==> src/rtl/rsa_mmm.sv <==
// Bit-serial Montgomery multiplier: P = A*B*2^-WIDTH mod M, one bit of A per
// enabled cycle. Ports: clk, rst (sync, active high), ena (clock enable),
// clear (active low, keeps P), ld_a (start), ld_r (capture result),
// A/B/M operands, P result register, done (WIDTH iterations complete).
// Optional macro RSA_MMM_FINAL_SUB_EN adds the final conditional subtract.
module rsa_mmm #(
  parameter int WIDTH = 8
) (
  input  logic             clk,
  input  logic             rst,
  input  logic             ena,
  input  logic             clear,
  input  logic             ld_a,
  input  logic             ld_r,
  input  logic [WIDTH-1:0] A,
  input  logic [WIDTH-1:0] B,
  input  logic [WIDTH-1:0] M,
  output logic [WIDTH-1:0] P,
  output logic             done
);

  localparam int CW = $clog2(WIDTH + 1);
`ifdef RSA_MMM_FINAL_SUB_EN
  localparam int AW = WIDTH + 2;
`else
  localparam int AW = WIDTH + 1;
`endif

  logic [WIDTH-1:0] a_sr_q, a_sr_d;
  logic [AW-1:0]    acc_q, acc_d;
  logic [CW-1:0]    cnt_q, cnt_d;
  logic [WIDTH-1:0] p_q, p_d;
  logic             done_q, done_d;

  logic [AW-1:0]    s, t;
  logic [WIDTH-1:0] red;

  // One Montgomery step: add B if the scanned bit is set, then add M
  // if needed to make the sum even, so the halving is exact.
  always_comb begin
    s = acc_q + (a_sr_q[0] ? AW'(B) : '0);
    t = s + (s[0] ? AW'(M) : '0);
  end

`ifdef RSA_MMM_FINAL_SUB_EN
  always_comb begin
    red = acc_q[WIDTH-1:0];
    if (acc_q >= AW'(M)) red = WIDTH'(acc_q - AW'(M));
  end
`else
  // acc < 2M < 2^WIDTH here, so plain truncation loses nothing.
  assign red = acc_q[WIDTH-1:0];
`endif

  always_comb begin
    a_sr_d = a_sr_q;
    acc_d  = acc_q;
    cnt_d  = cnt_q;
    done_d = done_q;
    p_d    = p_q;
    if (ena) begin
      // Result capture sees the pre-edge accumulator, independent of
      // whatever the run logic does on this same edge.
      if (ld_r) p_d = red;
      if (!clear) begin
        a_sr_d = '0;
        acc_d  = '0;
        cnt_d  = '0;
        done_d = 1'b0;
      end else if (ld_a) begin
        a_sr_d = A;
        acc_d  = '0;
        cnt_d  = '0;
        done_d = 1'b0;
      end else if (cnt_q < CW'(WIDTH)) begin
        a_sr_d = a_sr_q >> 1;
        acc_d  = t >> 1;
        cnt_d  = cnt_q + CW'(1);
        done_d = (cnt_q == CW'(WIDTH - 1));
      end
    end
  end

  always_ff @(posedge clk) begin
    if (rst) begin
      a_sr_q <= '0;
      acc_q  <= '0;
      cnt_q  <= '0;
      p_q    <= '0;
      done_q <= 1'b0;
    end else begin
      a_sr_q <= a_sr_d;
      acc_q  <= acc_d;
      cnt_q  <= cnt_d;
      p_q    <= p_d;
      done_q <= done_d;
    end
  end

  assign P    = p_q;
  assign done = done_q;

endmodule

==> config.mk <==
export PLATFORM = sky130hd
export DESIGN_NAME = rsa_mmm
export DESIGN_NICKNAME = d
export VERILOG_FILES = /design/src/rtl/rsa_mmm.sv
export SDC_FILE = /design/constraint.sdc
export NUM_CORES = 1
export LEC_CHECK = 0
export CAP_MARGIN = 20
export CORE_MARGIN = 10
export CORE_UTILIZATION = 48
export CTS_CLUSTER_DIAMETER = 200
export DETAILED_ROUTE_END_ITERATION = 10
export PLACE_DENSITY = 0.75
export RECOVER_POWER = 50
export SLEW_MARGIN = 15
export SYNTH_ARGS = -nofsm -noshare
export SYNTH_HDL_FRONTEND = slang
export SYNTH_SLANG_ARGS = --single-unit
==> constraint.sdc <==
create_clock -name clk -period 8.15 [get_ports clk]
set_input_delay 0.815 -clock clk [delete_from_list [all_inputs] [get_ports clk]]
set_output_delay 0.815 -clock clk [all_outputs]
set_load 0.005 [all_outputs]
==> results of run 1 <==
[cells in the mapped netlist, types with 2 or more instances]
master     n  area, sq um
nor2_1    17        63.81
nor3_1     2        10.01
a22oi_1    4        30.03
mux2_2     7        78.83
inv_1      2        7.510
and3_1     2        12.51
xor2_1     2        17.52
a21oi_1   30        150.1
buf_6      3        33.78
fa_1       2        40.04
a21o_1     4        30.03
and2_1    16        100.1
a32o_1     2        20.02
o21ai_0    5        25.02
nand4_1    3        18.77
xnor2_1    8        70.07
ha_1      16        200.2
a221oi_1   2        17.52
a211oi_1   3        22.52
buf_1      2        7.510
nor2b_1    2        12.51
dfxtp_1   29        580.6
nand3_1   17        85.08
nand2_1   22        82.58
clkbuf_1   2        7.510
[power groups by stage]
stage                     logic (mW)  clock network, mW  registers (mW)
after detailed placement      0.0361                  0           0.148
final                         0.0355              0.117           0.145
after CTS                     0.0363              0.120           0.145
after floorplan               0.0204                  0           0.147
after global placement        0.0359                  0           0.148
after global routing          0.0392              0.127           0.145
[worst max-delay path, cell delays in order]
cell and delay (ps):
clkdlybuf4s50_1 390, and2_1 160, ha_1 200, fa_1 400, nand2_1 100, a21oi_1 100, o21a_1 180, nor2_1 120
xnor2_1 130, ha_1 300, a21oi_1 230, o21ai_0 120, a21oi_1 150, xnor2_1 80, a32o_1 200
[worst min path at each step]
stage                          from         to  depth (start not counted)
after floorplan           a_sr_q[1]  a_sr_q[1]                          2
after global placement    a_sr_q[7]  a_sr_q[7]                          2
after detailed placement  a_sr_q[2]  a_sr_q[2]                          2
after CTS                 a_sr_q[2]  a_sr_q[2]                          2
after global routing           P[3]       P[3]                          2
final                     a_sr_q[1]  a_sr_q[1]                          2
[area by class of cell]
| type | count | area, sq um |
|---|---|---|
| tap | 48 | 60.06 |
| timing repair buffer | 39 | 387.9 |
| clock buffer | 7 | 86.33 |
| fill | 334 | 1379 |
| sequential | 29 | 580.6 |
| multi-input combinational | 182 | 1239 |
| inverter | 3 | 11.26 |
[placed cells by master (no fill, tap or decap), types with 2 or more instances in the layout]
cell type	netlist	routed
dlygate4sd3_1	0	10
and2_1	16	16
nand2_1	22	22
dfxtp_1	29	29
ha_1	16	16
a22oi_1	4	4
nand3_1	17	17
clkdlybuf4s50_1	0	28
inv_1	2	2
fa_1	2	2
nand4_1	3	3
nor3_1	2	2
a32o_1	2	2
a21oi_1	30	30
a221oi_1	2	2
clkbuf_8	0	6
a21o_1	4	4
o21ai_0	5	6
and3_1	2	2
a211oi_1	3	3
xor2_1	2	2
nor2_1	17	17
xnor2_1	8	8
nor2b_1	2	2
mux2_2	7	7
[routing by layer]
layer  track usage (%)  up-vias
met2             20.81       36
li1                  -      879
met5                 0        -
met3             4.102        8
met1             15.29      781
met4             5.077        0
[metrics by stage]
stage / cells / power (mW) / hold WS (ps) / worst slack, ps / cell area (sq um)
final: 308 / 0.2969 / 449.2 / 4645 / 2365
after global routing: 308 / 0.3110 / 467.0 / 4385 / 2365
after CTS: 308 / 0.3007 / 452.8 / 4655 / 2376
after detailed placement: 301 / 0.1838 / 444.9 / 4377 / 2290
after global placement: 301 / 0.1836 / 439.0 / 4403 / 2290
after floorplan: 223 / 0.1677 / 429.4 / 4946 / 1903
[flip-flops by register name, indices dropped and copies added (netlist names)]
| name | cells |
|---|---|
| P | 8 |
| a_sr_q | 8 |
| acc_q | 8 |
| cnt_q | 4 |
| done | 1 |
[cells by family (layout without fill, tap and decap cells)]
group | Yosys count | after routing | share of synthesized area, %
multiplexers | 7 | 7 | 4.142
AND/OR/NAND/NOR | 88 | 88 | 24.33
XOR/XNOR | 10 | 10 | 4.603
adder cells (fa/ha/maj) | 18 | 18 | 12.62
buffers and inverters | 12 | 49 | 3.813
flip-flops | 29 | 29 | 30.51
AO/OA/AOI/OAI | 59 | 59 | 19.99
==> results.sh, run 1 <==
export IMPL_status="finished with violations"
export IMPL_violations="max-capacitance violations, max-slew violations"
export IMPL_drt_met1_wl_mm=1.988
export IMPL_hold_viol_final=0
export IMPL_grt_pass1_vias=1617
export IMPL_clockRootBuffer="clkbuf_8"
export IMPL_die_height_microns=82.97
export IMPL_core_area_sq_um=3744
export IMPL_drt_vias_per_instance=5.532
export IMPL_clockBufferDepth=2
export IMPL_required_ps=8320
export IMPL_path_class="in -> reg"
export IMPL_critical_path_endpoint_type="flip-flop"
export IMPL_grt_ovfl_total=0
export IMPL_die_area_sq_um=6883
export IMPL_fin_crit_sh_pct=43.01
export IMPL_io_buffers=38
export IMPL_fmax_ghz=0.2853
export IMPL_async_flop_share_pct=0
export IMPL_start_kind="primary input"
export IMPL_wl_mm=4.351
export IMPL_leakagePower_nw=0.9803
export IMPL_dr_wl_met2_mm=2.095
export IMPL_avgSynthCellArea_sq_um=8.534
export IMPL_crit_start="B[0]"
export IMPL_start_util_pct=50.84
export IMPL_die_x_microns=82.97
export IMPL_seq_area_frac_synth_pct=30.51
export IMPL_r2r_end="acc_q[6]"
export IMPL_io_pins=39
export IMPL_vias=1704
export IMPL_fin_skew_ps=4.525
export IMPL_crit_arrival_ps=3670
export IMPL_antenna_found_initial=0
export IMPL_maxSlewViolCount=20
export IMPL_postRouteAntennaNets=0
export IMPL_r2r_slack_ps=5150
export IMPL_cts_tree="yes"
export IMPL_cp_max_fo=5
export IMPL_place_gp_congestion=0.9069
export IMPL_rsz0062_at_grt="no"
export IMPL_nNetsFinal=308
export IMPL_syn_num_nets=271
export IMPL_p_int_uw=229.7
export IMPL_final_util_pct=63.17
export IMPL_hold_buffers=0
export IMPL_p_comb_share_pct=11.9
export IMPL_pwr_share_seq_pct=48.7
export IMPL_wl_per_cell_microns=14.13
export IMPL_rows=22
export IMPL_routed_wl_met3_microns=186
export IMPL_yosysUniqueCellTypes=44
export IMPL_cp_endpoint="acc_q[6]"
export IMPL_area_growth_pct=24.26
export IMPL_fin_crit_ps=3505
export IMPL_timing_rr_start="a_sr_q[0]"
export IMPL_worst_pin_slew_ps=1954
export IMPL_ys_warn_count=0
export IMPL_drc=0
export IMPL_first_iter_violations=55
export IMPL_drive_gt1_share_pct=7.692
export IMPL_setup_viol=0
export IMPL_power_frac_clock_pct=39.4
export IMPL_power_density_nw_per_um2=125.6
export IMPL_grt_pass1_wl_mm=7.596
export IMPL_r2r_cells=14
export IMPL_n_antenna_cell=0
export IMPL_grt_usage_pct=12.86
export IMPL_switching_share_pct=22.63
export IMPL_syn_cell_area_sq_um=1903
export IMPL_hold_class="reg -> reg"
export IMPL_post_cts_setup_buffers=0
export IMPL_synth_edff_count=0
export IMPL_drv_cap=1
export IMPL_slew_headroom_pct=-31.63
export IMPL_first_pass_iters=4
export IMPL_path_clk_slew_ps=50
export IMPL_vdd_ir_drop_max_uv=101.0
export IMPL_ys_seq_elements=29
export IMPL_dpl_hpwl_mm=3.375
export IMPL_cts_num_sinks=29
export IMPL_grt_max_degree=30
export IMPL_netlist_instances=223
export IMPL_htree_levels=2
export IMPL_synth_ff_type="dfxtp_1"
export IMPL_highest_layer="met4"
export IMPL_cts_buffers=5
export IMPL_clock_latency_ps=280
export IMPL_p_sw_uw=67.19
export IMPL_cts_repair_resized=0
export IMPL_fin_tns_setup_ps=0
No activity file was read; power rests on OpenSTA's default activity.
==> run 2, diff against run 1 <==
==> constraint.sdc (replaced) <==
create_clock -name clk -period 3.5 [get_ports clk]
set_input_delay 0.35 -clock clk [delete_from_list [all_inputs] [get_ports clk]]
set_output_delay 0.35 -clock clk [all_outputs]
set_load 0.005 [all_outputs]
==> results.sh, run 2 (synthesis gave the netlist of run 1 again) <==
export IMPL_status="finished, final reports clean"
export IMPL_htree_levels=2
export IMPL_die_x_microns=82.97
export IMPL_grt_usage_pct=13.29
export IMPL_nNetsFinal=308
export IMPL_critPathSlowestCell="clkdlybuf4s50_1"
export IMPL_most_common_layout_cells="30 x a21oi_1, 29 x dfxtp_1, 28 x clkdlybuf4s50_1"
export IMPL_fmax_ghz=0.3274
export IMPL_cts_tree="yes"
export IMPL_grt_max_degree=20
export IMPL_hold_viol_final=0
export IMPL_area_growth_pct=26.04
export IMPL_maxSlewViolCount=0
export IMPL_fin_crit_sh_pct=87.26
export IMPL_setup_viol=0
export IMPL_crit_family="compound AO/OA/AOI/OAI gates"
export IMPL_cts_buffers=5
export IMPL_hold_class="reg -> reg"
export IMPL_io_buffers=38
export IMPL_first_pass_iters=4
export IMPL_rsz0062_at_grt="no"
export IMPL_place_gp_congestion=0.9007
export IMPL_hold_buffers=0
export IMPL_whs_ps=449.0
export IMPL_critical_path_endpoint_type="flip-flop"
export IMPL_path_class="in -> reg"
export IMPL_cpPeakStageDelay_ps=410
export IMPL_clock_latency_ps=280
export IMPL_path_clk_slew_ps=70
export IMPL_pwr_share_seq_pct=43.0
export IMPL_first_iter_violations=106
export IMPL_slew_headroom_pct=14.80
export IMPL_drc=0
export IMPL_grt_ovfl_total=0
export IMPL_die_height_microns=82.97
export IMPL_n_antenna_cell=0
export IMPL_start_util_pct=50.84
export IMPL_cp_max_fo=5
export IMPL_worstPathCellList="clkdlybuf4s50_1 > and2_1 > ha_1 > fa_1 > nand2_1 > a21oi_1 > o21a_1 > nor2_1 > xnor2_1 > ha_1 > a21oi_1 > o21ai_0 > a21oi_1 > xnor2_1 > a32o_1"
export IMPL_wl_mm=4.553
export IMPL_cts_repair_resized=0
export IMPL_postRouteAntennaNets=0
export IMPL_vias=1718
export IMPL_p_comb_share_pct=10.7
export IMPL_fin_skew_ps=7.356
export IMPL_fin_tns_setup_ps=0
export IMPL_drive_gt1_share_pct=8.429
export IMPL_crit_start="B[0]"
export IMPL_layout_commonest_cell="a21oi_1"
export IMPL_p_int_uw=610.5
export IMPL_clockRootBuffer="clkbuf_8"
export IMPL_switching_share_pct=21.94
export IMPL_io_pins=39
export IMPL_start_kind="primary input"
export IMPL_holdCritStartpoint="a_sr_q[3]"
export IMPL_core_area_sq_um=3744
export IMPL_fin_crit_ps=3054
export IMPL_worst_path_buf_inv=1
export IMPL_crit_arrival_ps=3230
export IMPL_timing_rr_start="a_sr_q[0]"
export IMPL_p_total_uw=782.1
export IMPL_power_frac_clock_pct=46.3
export IMPL_wl_per_cell_microns=14.73
export IMPL_rows=22
export IMPL_power_density_nw_per_um2=326.1
export IMPL_required_ps=3680
export IMPL_clockBufferDepth=2
export IMPL_cp_common_cell="a21oi_1"
export IMPL_p_sw_uw=171.6
export IMPL_post_cts_setup_buffers=0
export IMPL_worst_pin_slew_ps=1269
export IMPL_grt_pass1_wl_mm=7.824
export IMPL_cts_num_sinks=29
export IMPL_drv_cap=0
export IMPL_dpl_hpwl_mm=3.509
export IMPL_leakagePower_nw=0.9932
export IMPL_grt_pass1_vias=1715
export IMPL_antenna_found_initial=0
export IMPL_vdd_ir_drop_max_uv=193.3
export IMPL_die_area_sq_um=6883
export IMPL_drt_vias_per_instance=5.560
==> run 2: worst reg2reg max path, cell delays in order (launching register included) <==
cell     delay (ps)
dfxtp_1         410
and2_1          190
ha_1            200
fa_1            400
nand2_1         100
a21oi_1         100
o21a_1          190
nor2_1          110
xnor2_1         130
ha_1            300
a21oi_1         230
o21ai_0         120
a21oi_1         150
xnor2_1          80
a32o_1          200
==> run 2: area by class of cell <==
class | count | area (sq um)
clock buffer | 6 | 82.58
clock inverter | 2 | 37.54
fill | 346 | 1345
inverter | 3 | 11.26
multi-input combinational | 182 | 1239
sequential | 29 | 580.6
tap | 48 | 60.06
timing repair buffer | 39 | 387.9
==> run 2: stage by stage <==
step           setup slack, ps  utilization [%]  instances  instance area [sq um]
2_1_floorplan            760.6                -        223                   1903
3_3_place_gp             221.9            61.16        301                   2290
3_5_place_dp             182.0            61.16        301                   2290
4_1_cts                  472.7            64.37        309                   2410
5_1_grt                  235.4            64.07        309                   2399
6_report                 445.8            64.07        309                   2399
==> run 2: worst paths after layout <==
kind	endpoint	slack, ps	cells after the start
max	acc_q[6]	450	15
min	a_sr_q[3]	450	2
max reg2reg	acc_q[6]	500	14
min reg2reg	a_sr_q[3]	450	2
==> run 2: layer usage <==
| metal | global-route usage, % | vias up | routed length [microns] |
|---|---|---|---|
| met3 | 3.418 | 8 | 166 |
| met4 | 5.846 | 0 | 96 |
| met2 | 23.32 | 41 | 2273 |
| met5 | 0 | - | 0 |
| met1 | 14.59 | 792 | 2016 |
| li1 | - | 877 | - |
==> run 2: power by group through the flow <==
stage / sequential [mW] / clock (mW) / combinational (mW)
finish: 0.337 / 0.362 / 0.0834
global route: 0.337 / 0.379 / 0.0922
CTS: 0.337 / 0.367 / 0.0851
detailed placement: 0.344 / 0 / 0.0845
global placement: 0.344 / 0 / 0.0837
floorplan: 0.343 / 0 / 0.0475
==> run 3, diff against run 2 <==
--- a/config.mk
+++ b/config.mk
@@ -6,12 +6,15 @@
 export NUM_CORES = 1
 export LEC_CHECK = 0
 export CAP_MARGIN = 20
+export CELL_PAD_IN_SITES_DETAIL_PLACEMENT = 1
+export CELL_PAD_IN_SITES_GLOBAL_PLACEMENT = 1
 export CORE_MARGIN = 10
-export CORE_UTILIZATION = 48
+export CORE_UTILIZATION = 38
 export CTS_CLUSTER_DIAMETER = 200
 export DETAILED_ROUTE_END_ITERATION = 10
-export PLACE_DENSITY = 0.75
+export PLACE_DENSITY_LB_ADDON = 0.1
 export RECOVER_POWER = 50
+export SETUP_SLACK_MARGIN = 0.5
 export SLEW_MARGIN = 15
 export SYNTH_ARGS = -nofsm -noshare
 export SYNTH_HDL_FRONTEND = slang
==> results.sh, run 3 (synthesis gave the netlist of run 1 again) <==
export IMPL_status="finished, final reports clean"
export IMPL_final_util_pct=53.05
export IMPL_slew_headroom_pct=54.01
export IMPL_fmax_ghz=0.3449
export IMPL_cts_buffers=5
export IMPL_cpPeakStageDelay_ps=390
export IMPL_core_area_sq_um=4786
export IMPL_start_util_pct=39.76
export IMPL_cp_max_fo=4
export IMPL_grt_max_degree=20
export IMPL_critical_path_endpoint_type="flip-flop"
export IMPL_crit_family="compound AO/OA/AOI/OAI gates"
export IMPL_drt_vias_per_instance=5.305
export IMPL_timing_rr_start="a_sr_q[0]"
export IMPL_maxSlewViolCount=0
export IMPL_wl_mm=5.375
export IMPL_crit_arrival_ps=3050
export IMPL_grt_pass1_vias=1917
export IMPL_grt_pass1_wl_mm=9.273
export IMPL_area_growth_pct=33.40
export IMPL_fin_tns_setup_ps=0
export IMPL_io_pins=39
export IMPL_vias=1772
export IMPL_drc=0
export IMPL_worst_path_buf_inv=2
export IMPL_hold_class="reg -> reg"
export IMPL_rows=25
export IMPL_r2r_slack_ps=640
export IMPL_fillers=578
export IMPL_worstPathCellList="clkdlybuf4s50_1 > and2_1 > ha_1 > o21ai_1 > a21oi_4 > o21a_1 > nor2_2 > xnor2_1 > ha_1 > a21oi_2 > buf_4 > o211a_1 > nor2_1 > nand3_1 > o211ai_1"
export IMPL_antenna_found_initial=0
export IMPL_rsz0062_at_grt="no"
export IMPL_r2r_end="acc_q[7]"
export IMPL_worst_pin_slew_ps=689.8
export IMPL_die_x_microns=90.77
export IMPL_clockBufferDepth=2
export IMPL_path_class="in -> reg"
export IMPL_cp_endpoint="acc_q[7]"
export IMPL_clockRootBuffer="clkbuf_8"
export IMPL_grt_ovfl_total=0
export IMPL_cts_tree="yes"
export IMPL_start_kind="primary input"
export IMPL_vdd_ir_drop_max_uv=234.2
export IMPL_power_density_nw_per_um2=308.6
export IMPL_fin_crit_sh_pct=82.83
export IMPL_drive_gt1_share_pct=15.73
export IMPL_cts_num_sinks=29
export IMPL_wl_per_cell_microns=16.09
export IMPL_io_buffers=38
export IMPL_fin_skew_ps=7.029
export IMPL_multi_input_area_sq_um=1314
export IMPL_hold_viol_final=0
export IMPL_postRouteAntennaNets=0
export IMPL_die_area_sq_um=8238
export IMPL_place_gp_congestion=0.7679
export IMPL_setup_viol=0
export IMPL_die_height_microns=90.77
export IMPL_layout_commonest_cell="dfxtp_1"
export IMPL_cp_common_cell="ha_1"
export IMPL_grt_usage_pct=13.42
export IMPL_required_ps=3650
export IMPL_hold_buffers=0
export IMPL_fin_crit_ps=2899
export IMPL_n_antenna_cell=0
export IMPL_dpl_hpwl_mm=4.118
export IMPL_crit_start="B[3]"
export IMPL_nNetsFinal=314
export IMPL_seqCellArea_sq_um=581.8
export IMPL_most_common_layout_cells="28 x dfxtp_1, 26 x clkdlybuf4s50_1, 25 x a21oi_1"
export IMPL_first_pass_iters=4
export IMPL_r2r_cells=15
export IMPL_first_iter_violations=57
export IMPL_path_clk_slew_ps=60
export IMPL_htree_levels=2
export IMPL_critPathSlowestCell="clkdlybuf4s50_1"
export IMPL_leakagePower_nw=1.033
export IMPL_crit_cells=15
export IMPL_clock_latency_ps=280
export IMPL_drv_cap=0
==> run 3: how the worst min path moves through the flow <==
| stage | start | to | slack [ps] | cells after the start |
|---|---|---|---|---|
| after floorplan | a_sr_q[1] | a_sr_q[1] | 430 | 2 |
| after global placement | a_sr_q[7] | a_sr_q[7] | 440 | 2 |
| after detailed placement | a_sr_q[4] | a_sr_q[4] | 440 | 2 |
| after CTS | a_sr_q[4] | a_sr_q[4] | 450 | 2 |
| after global routing | a_sr_q[5] | a_sr_q[5] | 480 | 2 |
| final | P[0] | P[0] | 450 | 2 |
==> run 3: worst reg2reg max path: stages (launching register included) <==
cell	delay (ps)
dfxtp_2	380
and2_4	170
ha_4	160
fa_2	360
nand2_2	100
a21oi_4	70
o21a_1	200
nor2_2	130
xnor2_1	150
ha_1	310
a21oi_2	190
buf_4	140
o211a_1	170
nor2_1	50
nand3_1	80
o211ai_1	80
==> run 3: power by group <==
part	internal, mW	total [mW]	leakage, nW	switching (mW)
combinational	0.0472	0.0886	0.740	0.0414
clock	0.232	0.358	0.0585	0.126
sequential	0.334	0.337	0.235	0.00308
total	0.613	0.783	1.03	0.171
==> run 3: metrics by stage <==
step | instances | hold WS [ps] | power (mW) | worst slack [ps] | cell area (sq um)
2_1_floorplan | 223 | 429.4 | 0.3905 | 760.6 | 1903
3_3_place_gp | 321 | 440.4 | 0.4312 | 185.9 | 2321
3_5_place_dp | 321 | 445.0 | 0.4323 | 40.06 | 2321
4_1_cts | 331 | 454.3 | 0.7909 | 492.0 | 2465
5_1_grt | 334 | 478.5 | 0.8089 | 454.2 | 2539
6_report | 334 | 448.1 | 0.7834 | 600.8 | 2539
==> run 3: routing by layer <==
layer	GRT usage (%)	vias to the layer above	share of wire, %
met5	0	-	0
met4	5.172	0	2.3
met3	2.494	8	2.4
met2	23.86	33	51
met1	15.37	840	44
li1	-	891	-
==> run 3: timing repair <==
| item | CTS | global route |
|---|---|---|
| setup buffers | 2 | 3 |
| pin swaps | 2 | 9 |
| gates resized for setup | 4 | 18 |
| setup endpoints to repair | 2 | 4 |
==> run 3: layout make-up <==
class / count / share of cell area, %
multi-input combinational: 182 / 51.75
sequential: 29 / 22.92
timing repair buffer: 45 / 17.00
clock buffer: 7 / 3.401
tap: 67 / 3.302
clock inverter: 1 / 1.183
inverter: 3 / 0.4436
